==> config.mk <==
export PLATFORM = sky130hd
export DESIGN_NAME = pmem_arbiter_rr
export DESIGN_NICKNAME = d
export VERILOG_FILES = /design/src/rtl/rv32i_types.sv /design/src/rtl/rr_picker.sv /design/src/rtl/pmem_arbiter_rr.sv
export SDC_FILE = /design/constraint.sdc
export NUM_CORES = 1
export LEC_CHECK = 0
export BUFFER_PORTS_ARGS = -buffer_cell sky130_fd_sc_hd__buf_2
export CAP_MARGIN = 20
export CORE_AREA = 2 2 337 339
export CTS_CLUSTER_SIZE = 20
export DETAILED_ROUTE_END_ITERATION = 10
export DIE_AREA = 0 0 339 341
export PLACE_DENSITY_LB_ADDON = 0.25
export SYNTH_ARGS = -nofsm -noshare
export SYNTH_HDL_FRONTEND = slang
export SYNTH_SLANG_ARGS = --single-unit
==> constraint.sdc <==
create_clock -name clk -period 2.64 [get_ports clk]
set_input_delay 0.528 -clock clk [delete_from_list [all_inputs] [get_ports clk]]
set_output_delay 0.528 -clock clk [all_outputs]
set_load 0.03 [all_outputs]
==> src/rtl/rv32i_types.sv <==
// Shared types for the cacheline path: the rv32i word type, arbiter state
// encoding, and a modular-add helper used for pointer wrap.
package rv32i_types;

  typedef logic [31:0] rv32i_word;

  typedef enum logic {
    ARB_IDLE = 1'b0,
    ARB_BUSY = 1'b1
  } arb_state_t;

  // (a + b) mod n, valid for a < n and b <= n; handles non-power-of-2 n
  function automatic int unsigned wrap_add(int unsigned a, int unsigned b, int unsigned n);
    int unsigned s;
    s = a + b;
    return (s >= n) ? (s - n) : s;
  endfunction

endpackage

==> src/rtl/rr_picker.sv <==
// Combinational requester picker: first requesting port at or after ptr,
// ascending with wrap. Fixed-priority builds scan from port 0.
module rr_picker
  import rv32i_types::*;
#(
  parameter int unsigned NUM_PORTS  = 2,
  parameter bit          FIXED_PRIO = 1'b0,
  localparam int unsigned IDX_W     = $clog2(NUM_PORTS)
) (
  input  logic [NUM_PORTS-1:0] req,
  input  logic [IDX_W-1:0]     ptr,
  output logic                 valid_c,
  output logic [IDX_W-1:0]     idx_c
);

  logic [IDX_W-1:0] start_c;

  assign start_c = FIXED_PRIO ? '0 : ptr;

  always_comb begin
    valid_c = 1'b0;
    idx_c   = '0;
    for (int unsigned k = 0; k < NUM_PORTS; k++) begin
      int unsigned cand;
      cand = wrap_add(32'(start_c), k, NUM_PORTS);
      if (!valid_c && req[IDX_W'(cand)]) begin
        valid_c = 1'b1;
        idx_c   = IDX_W'(cand);
      end
    end
  end

endmodule

==> src/rtl/pmem_arbiter_rr.sv <==
// Multiplexes NUM_PORTS cacheline requesters onto the single pmem port.
// Grant is registered and held for the whole transaction.
module pmem_arbiter_rr
  import rv32i_types::*;
#(
  parameter int unsigned s_offset   = 4,
  parameter int unsigned size       = (2**s_offset)*8,
  parameter int unsigned NUM_PORTS  = 2,
  parameter bit          FIXED_PRIO = 1'b0
) (
  input  logic                           clk,
  input  logic                           rst,
  input  logic [NUM_PORTS-1:0][31:0]     req_address,
  input  logic [NUM_PORTS-1:0]           req_read,
  input  logic [NUM_PORTS-1:0]           req_write,
  input  logic [NUM_PORTS-1:0][size-1:0] req_wdata,
  output logic [NUM_PORTS-1:0][size-1:0] req_rdata,
  output logic [NUM_PORTS-1:0]           req_resp,
  input  logic [size-1:0]                pmem_rdata_c,
  input  logic                           pmem_resp_c,
  output logic [31:0]                    pmem_address_c,
  output logic                           pmem_read_c,
  output logic                           pmem_write_c,
  output logic [size-1:0]                pmem_wdata_c
);

  localparam int unsigned IDX_W = $clog2(NUM_PORTS);

  arb_state_t           state;
  logic [IDX_W-1:0]     owner;
  logic [IDX_W-1:0]     ptr;
  logic                 op_write;
  logic [NUM_PORTS-1:0] req_any_c;
  logic                 pick_valid_c;
  logic [IDX_W-1:0]     pick_idx_c;
  logic [IDX_W-1:0]     next_ptr_c;
  rv32i_word            owner_addr_c;

  assign req_any_c    = req_read | req_write;
  assign next_ptr_c   = IDX_W'(wrap_add(32'(owner), 32'd1, NUM_PORTS));
  assign owner_addr_c = req_address[owner];

  rr_picker #(
    .NUM_PORTS  (NUM_PORTS),
    .FIXED_PRIO (FIXED_PRIO)
  ) u_picker (
    .req     (req_any_c),
    .ptr     (ptr),
    .valid_c (pick_valid_c),
    .idx_c   (pick_idx_c)
  );

  // Grant/complete FSM; op is latched at grant so later bit changes are ignored
  always_ff @(posedge clk) begin
    if (rst) begin
      state    <= ARB_IDLE;
      owner    <= '0;
      ptr      <= '0;
      op_write <= 1'b0;
    end else begin
      case (state)
        ARB_IDLE: begin
          if (pick_valid_c) begin
            owner    <= pick_idx_c;
            op_write <= req_write[pick_idx_c];
            state    <= ARB_BUSY;
          end
        end
        ARB_BUSY: begin
          if (pmem_resp_c) begin
            ptr   <= next_ptr_c;
            state <= ARB_IDLE;
          end
        end
        default: state <= ARB_IDLE;
      endcase
    end
  end

  // Memory command and per-port response steering
  always_comb begin
    pmem_read_c    = 1'b0;
    pmem_write_c   = 1'b0;
    pmem_address_c = '0;
    pmem_wdata_c   = '0;
    req_rdata      = '0;
    req_resp       = '0;
    if (state == ARB_BUSY) begin
      pmem_read_c      = !op_write;
      pmem_write_c     = op_write;
      pmem_address_c   = owner_addr_c;
      pmem_wdata_c     = req_wdata[owner];
      req_rdata[owner] = pmem_rdata_c;
      req_resp[owner]  = pmem_resp_c;
    end
  end

endmodule
==> results.cfg, run 1 <==
[synth]
synth_area_leaders = mux2i_1 36%, and2_1 18%, and3_1 18%, nor2_1 14%, clkbuf_1 3.1%
yosys.area.top_type = mux2i_1
ys_types = 21
ys_ff_latch = 4
avgSynthCellArea_sq_um = 6.51
synthesis.area_sq_mm = 0.00443
ys.warnings.count = 0
synthCells = 681
synth_top_area_share_pct = 36.1
synth.net_count = 1136
synth_seq_area_share_pct = 1.81

[cts]
clockBufferDepth = 2
cts.htree.levels = 1
tritoncts = built
root_buffer = clkbuf_16
cts_inserted_buffers = 3
cts_resized = 0
cts_setup_buffers = 0
cts_hold_buf = 0
cts.clk_slew.worst_paths_ns = 0.03
clk_latency_ns = 0.22
cts_num_sinks = 4

[setup_path]
worstSetupStartpointType = flop
r2r_setup_slack_ns = 1.19
r2r_start = state$_SDFF_PP0_
crit_start = owner$_SDFFE_PP0P_
endpoint = pmem_wdata_c[47]
cp_max_fo = 22
crit_required_ns = 2.11
crit_arrival_ns = 2.00
critPathKind = reg2out
crit_path_end_kind = primary output
worstReg2RegEnd = owner$_SDFFE_PP0P_
reg2regPathDepth = 4

[pwr]
pwr-share-clk_pct = 8.5
vdd_drop_max_mv = 0.121
seqPwrFrac_pct = 2.8
power_density_mw_per_mm2 = 251
p_int_uw = 1090
p_switching_uw = 1670
cellLeakagePower_uw = 0.00609
p_sw_share_pct = 60.5
p_comb_share_pct = 88.7

[global_routing]
grt_first_pass_wirelength_microns = 85900
grt-ovfl-total = 0
grt.total_usage_pct = 11.3
antenna_found_initial = 83
grt_max_degree = 142
grt_pass1_vias = 8093

[timing]
setup_violations = 0
post-route-period-util_pct = 95.6
worstMarginPinSlew_ns = 0.755
maxClockFrequency_ghz = 0.396
maxSlewViolCount = 0
setup_tns_ns = 0
fin_skew_ns = 0.00247
timing.final.crit_period_ns = 2.52
slew-limit-headroom_pct = 49.7
hold_viol = 0
rsz0062_at_grt = no

[placed_design]
io_buffers = 874
place_inst = 2990
hpwl_microns = 63900
gp_congestion = 0.845

[floorplan]
core_area_sq_mm = 0.112
die_y_microns = 341
dieArea_sq_mm = 0.116
die-width_microns = 339
rows = 123
initial_utilization_pct = 3.96
num_io_pins = 875

[min_path]
hold_class = in2reg

[run]
max-cap-violations = 0

[drt]
drc = 0
vias = 8577
wl_per_cell_microns = 23.1
wl_microns = 69600
viasPerCell = 2.85
firstDrtPassIters = 5
drtIter0Drc = 313
ant_nets = 0

[finish]
instances_no_fill = 3012
nFillCells = 13300
drive_gt1_share_pct = 59.9
area_growth_pct = 148
multi_input_area_sq_mm = 0.00392
seq_area_sq_um = 87.6
nNetsFinal = 1950

[status]
status = completed
## cells in the mapped netlist, drive strengths merged
master	count
or4	1
o221ai	1
nor4	1
mux2i	160
a2111oi	2
buf	31
nor2	164
inv	4
a211oi	1
o21ai	1
clkbuf	48
dfxtp	4
a21oi	3
and3	129
nor3	1
and2	130
## per-stage QoR
step	util (%)	instance area (sq um)	setup slack [ns]	power, uW	hold WS, ns
after CTS	9.77	10900	0.0589	2830	0.527
after global placement	9.70	10900	0.298	2580	0.535
after global routing	9.78	10900	0.00415	2950	0.548
after floorplan	-	4430	0.821	1390	0.493
after detailed placement	9.70	10900	0.300	2580	0.533
final	9.81	11000	0.116	2760	0.529
## power groups by stage
stage / clock network (uW) / logic [uW] / registers (uW)
finish: 234 / 2450 / 76.7
global route: 243 / 2630 / 78.1
CTS: 238 / 2520 / 77.3
detailed placement: 0 / 2510 / 78.1
global placement: 0 / 2510 / 77.9
floorplan: 0 / 1320 / 69.4
## worst min-delay path by stage
| stage | start | end | slack [ns] | cells after the start |
|---|---|---|---|---|
| floorplan | op_write$_SDFFE_PP0P_ | op_write$_SDFFE_PP0P_ | 0.49 | 2 |
| global placement | ptr$_SDFFE_PP0P_ | ptr$_SDFFE_PP0P_ | 0.53 | 2 |
| detailed placement | ptr$_SDFFE_PP0P_ | ptr$_SDFFE_PP0P_ | 0.53 | 2 |
| global route | rst | state$_SDFF_PP0_ | 0.55 | 2 |
| finish | rst | owner$_SDFFE_PP0P_ | 0.53 | 2 |
| CTS | rst | owner$_SDFFE_PP0P_ | 0.53 | 2 |
## kinds of logic after synthesis
family | synth area share, %
AOI/OAI and AO/OA | 1.21
muxes | 36.1
and+or+nand+nor | 50.8
buffers and inverters | 10.0
DFF | 1.81
## per-layer routing
metal,global-route usage [%],vias up,wire [microns]
li1,-,3933,-
met1,14.5,3891,29700
met2,18.4,639,31400
met3,4.08,104,7120
met4,1.53,10,1330
met5,0,-,62
## sequential cells by signal (all words and copies together), names as in the netlist
name and count:
ptr 1, op_write 1, owner 1, state 1
## layout by cell type, fill, tap and decap left out, drive strengths merged
| cell | n |
|---|---|
| nor2 | 164 |
| o21ai | 1 |
| clkbuf | 3 |
| buf | 888 |
| diode | 19 |
| a211oi | 1 |
| inv | 4 |
| a21oi | 3 |
| mux2i | 160 |
| o221ai | 1 |
| a2111oi | 2 |
| nor3 | 1 |
| and3 | 129 |
| or4 | 1 |
| dfxtp | 4 |
| and2 | 130 |
| nor4 | 1 |
## final cells by class
class                           count  area share [%]
Tap cell                         1500            17.1
Antenna cell                       19           0.433
Clock buffer                        3           0.684
Multi-Input combinational cell    594            35.7
Inverter                            4           0.182
Sequential cell                     4           0.798
Timing Repair Buffer              888            45.1
## critical path, stage by stage (launching register included)
cell and delay (ns):
dfxtp_4 0.39, buf_12 0.18, buf_4 0.39, mux2i_1 0.47
nor2_1 0.07, buf_2 0.21
Power figures use the tool's default switching activity.
==> run 2, diff against run 1 <==
--- a/config.mk
+++ b/config.mk
@@ -5,12 +5,13 @@
 export SDC_FILE = /design/constraint.sdc
 export NUM_CORES = 1
 export LEC_CHECK = 0
+export ABC_AREA = 1
 export BUFFER_PORTS_ARGS = -buffer_cell sky130_fd_sc_hd__buf_2
 export CAP_MARGIN = 20
-export CORE_AREA = 2 2 337 339
+export CORE_AREA = 2 2 344 346
 export CTS_CLUSTER_SIZE = 20
 export DETAILED_ROUTE_END_ITERATION = 10
-export DIE_AREA = 0 0 339 341
+export DIE_AREA = 0 0 346 348
 export PLACE_DENSITY_LB_ADDON = 0.25
 export SYNTH_ARGS = -nofsm -noshare
 export SYNTH_HDL_FRONTEND = slang
==> results.cfg, run 2 <==
[drt]
vias = 9134
wl_met3_microns = 7930
highest_layer = met5
viasPerCell = 2.73
drc = 0
ant_nets = 0
firstDrtPassIters = 5
wl_microns = 63900
drt-met1-wl_microns = 24000
drtIter0Drc = 496
wl_per_cell_microns = 19.1
wl_met2_microns = 30400

[cts]
cts_inserted_buffers = 3
cts.clk_slew.worst_paths_ns = 0.03
cts_hold_buf = 0
tritoncts = built
cts_resized = 2
cts_setup_buffers = 0
clockBufferDepth = 2
cts.htree.levels = 1
clk_latency_ns = 0.22
cts_num_sinks = 4
root_buffer = clkbuf_16

[floorplan]
core_area_sq_mm = 0.117
initial_utilization_pct = 3.85
num_io_pins = 875
dieArea_sq_mm = 0.120
die-width_microns = 346
die_y_microns = 348
rows = 126

[synth]
synth.net_count = 1421
synth_top_area_share_pct = 24.6
synth_seq_area_share_pct = 1.78
yosys.area.top_type = inv_1
synth_ff_type = dfxtp_1
ys_ff_latch = 4
synthesis.area_sq_mm = 0.00451
avgSynthCellArea_sq_um = 4.67
synthCells = 966
async_flop_share_pct = 0
ys.warnings.count = 0
synth_edf_count = 0
synth_area_leaders = inv_1 25%, nor2_1 22%, o21ai_2 18%, nand2_1 14%, o21ai_0 7.7%
ys_types = 16
synth_common_cells = 295 x inv_1, 265 x nor2_1, 170 x nand2_1
yosysMostFrequentCell = inv_1

[finish]
fin_area_sq_mm = 0.0115
area_growth_pct = 155
nNetsFinal = 2262
final_common_cell = buf_2
final_cell_mix = 820 x buf_2, 295 x inv_1, 265 x nor2_1
drive_gt1_share_pct = 55.3
final_core_util_pct = 9.82

[status]
status = completed

[global_routing]
grt-ovfl-total = 0
grt_pass1_vias = 8968
grt_first_pass_wirelength_microns = 81400
grt.total_usage_pct = 9.99
antenna_found_initial = 60
grt_max_degree = 88

[setup_path]
crit_chain = inv_2 -> or2_4 -> buf_12 -> buf_12 -> o21ai_2 -> buf_2
critPathTopFamily = buffers and inverters
crit_required_ns = 2.11
crit_arrival_ns = 1.97
worstReg2RegEnd = ptr$_SDFFE_PP0P_
critPathKind = reg2out
path_buf_inv = 4
r2r_start = state$_SDFF_PP0_
critPathMaxStageDelay_ns = 0.46
r2r_setup_slack_ns = 1.45
crit_cells = 6
reg2regPathDepth = 4
crit_top_cell = buf_12
cp_max_fo = 41
worstSetupStartpointType = flop
crit_path_end_kind = primary output
crit_slowest_cell = dfxtp_1

[timing]
worstMarginPinSlew_ns = 0.693
maxSlewViolCount = 0
post-route-period-util_pct = 94.7
setup_violations = 0
hold_viol = 0
slew-limit-headroom_pct = 53.8
setup_tns_ns = 0
fin_skew_ns = 0.00103
timing.final.crit_period_ns = 2.50
maxClockFrequency_ghz = 0.400
rsz0062_at_grt = no

[min_path]
worstHoldEndpoint = owner$_SDFFE_PP0P_
min_from = rst
whs_path_depth = 2
hold_class = in2reg

[pwr]
vdd_drop_max_mv = 0.126
power_density_mw_per_mm2 = 246
cellLeakagePower_uw = 0.00707

[placed_design]
placed_area_sq_mm = 0.0114
io_buffers = 874
hpwl_microns = 59700
gp_congestion = 0.802

[run]
max-cap-violations = 0
## run 2: layout make-up
| type | instances | area, sq um |
|---|---|---|
| fillers | 14000 | 105000 |
| repair buffers | 899 | 5460 |
| multi-input cells | 602 | 2830 |
| well taps | 1536 | 1920 |
| inverters | 297 | 1120 |
| flip-flops and latches | 4 | 80.1 |
| clock buffers | 3 | 75.1 |
| diodes | 1 | 2.50 |
## run 2: layer usage
layer	vias up	global-route usage [%]
met1	3980	10.9
met5	-	0
met3	142	5.30
met4	48	1.21
met2	576	17.5
li1	4388	-
## run 2: power breakdown
part	switching, uW	internal, uW
Clock	39.8	193
Sequential	6.15	65.9
Combinational	1670	855
## run 2: kinds of logic after synthesis
group                  synth area share, %
AO/OA/AOI/OAI                         26.0
AND/OR/NAND/NOR                       36.5
flip-flops                            1.78
buffers and inverters                 35.7
## run 2: worst max path at each step
| stage | slack (ns) | to | from |
|---|---|---|---|
| 2_1_floorplan | 0.46 | pmem_address_c[0] | state$_SDFF_PP0_ |
| 3_3_place_gp | 0.24 | pmem_wdata_c[10] | state$_SDFF_PP0_ |
| 3_5_place_dp | 0.21 | pmem_wdata_c[10] | state$_SDFF_PP0_ |
| 4_1_cts | 0.09 | pmem_address_c[27] | state$_SDFF_PP0_ |
| 5_1_grt | 0.002 | pmem_wdata_c[9] | state$_SDFF_PP0_ |
| 6_report | 0.14 | pmem_wdata_c[31] | state$_SDFF_PP0_ |
## run 2: metrics by stage
stage	power [uW]	cells	hold slack, ns	setup slack (ns)
after floorplan	1380	966	0.460	0.465
after global placement	2660	3338	0.531	0.241
after detailed placement	2660	3338	0.529	0.212
after CTS	2910	3341	0.501	0.0943
after global routing	3030	3342	0.513	0.00187
final	2830	3342	0.501	0.139
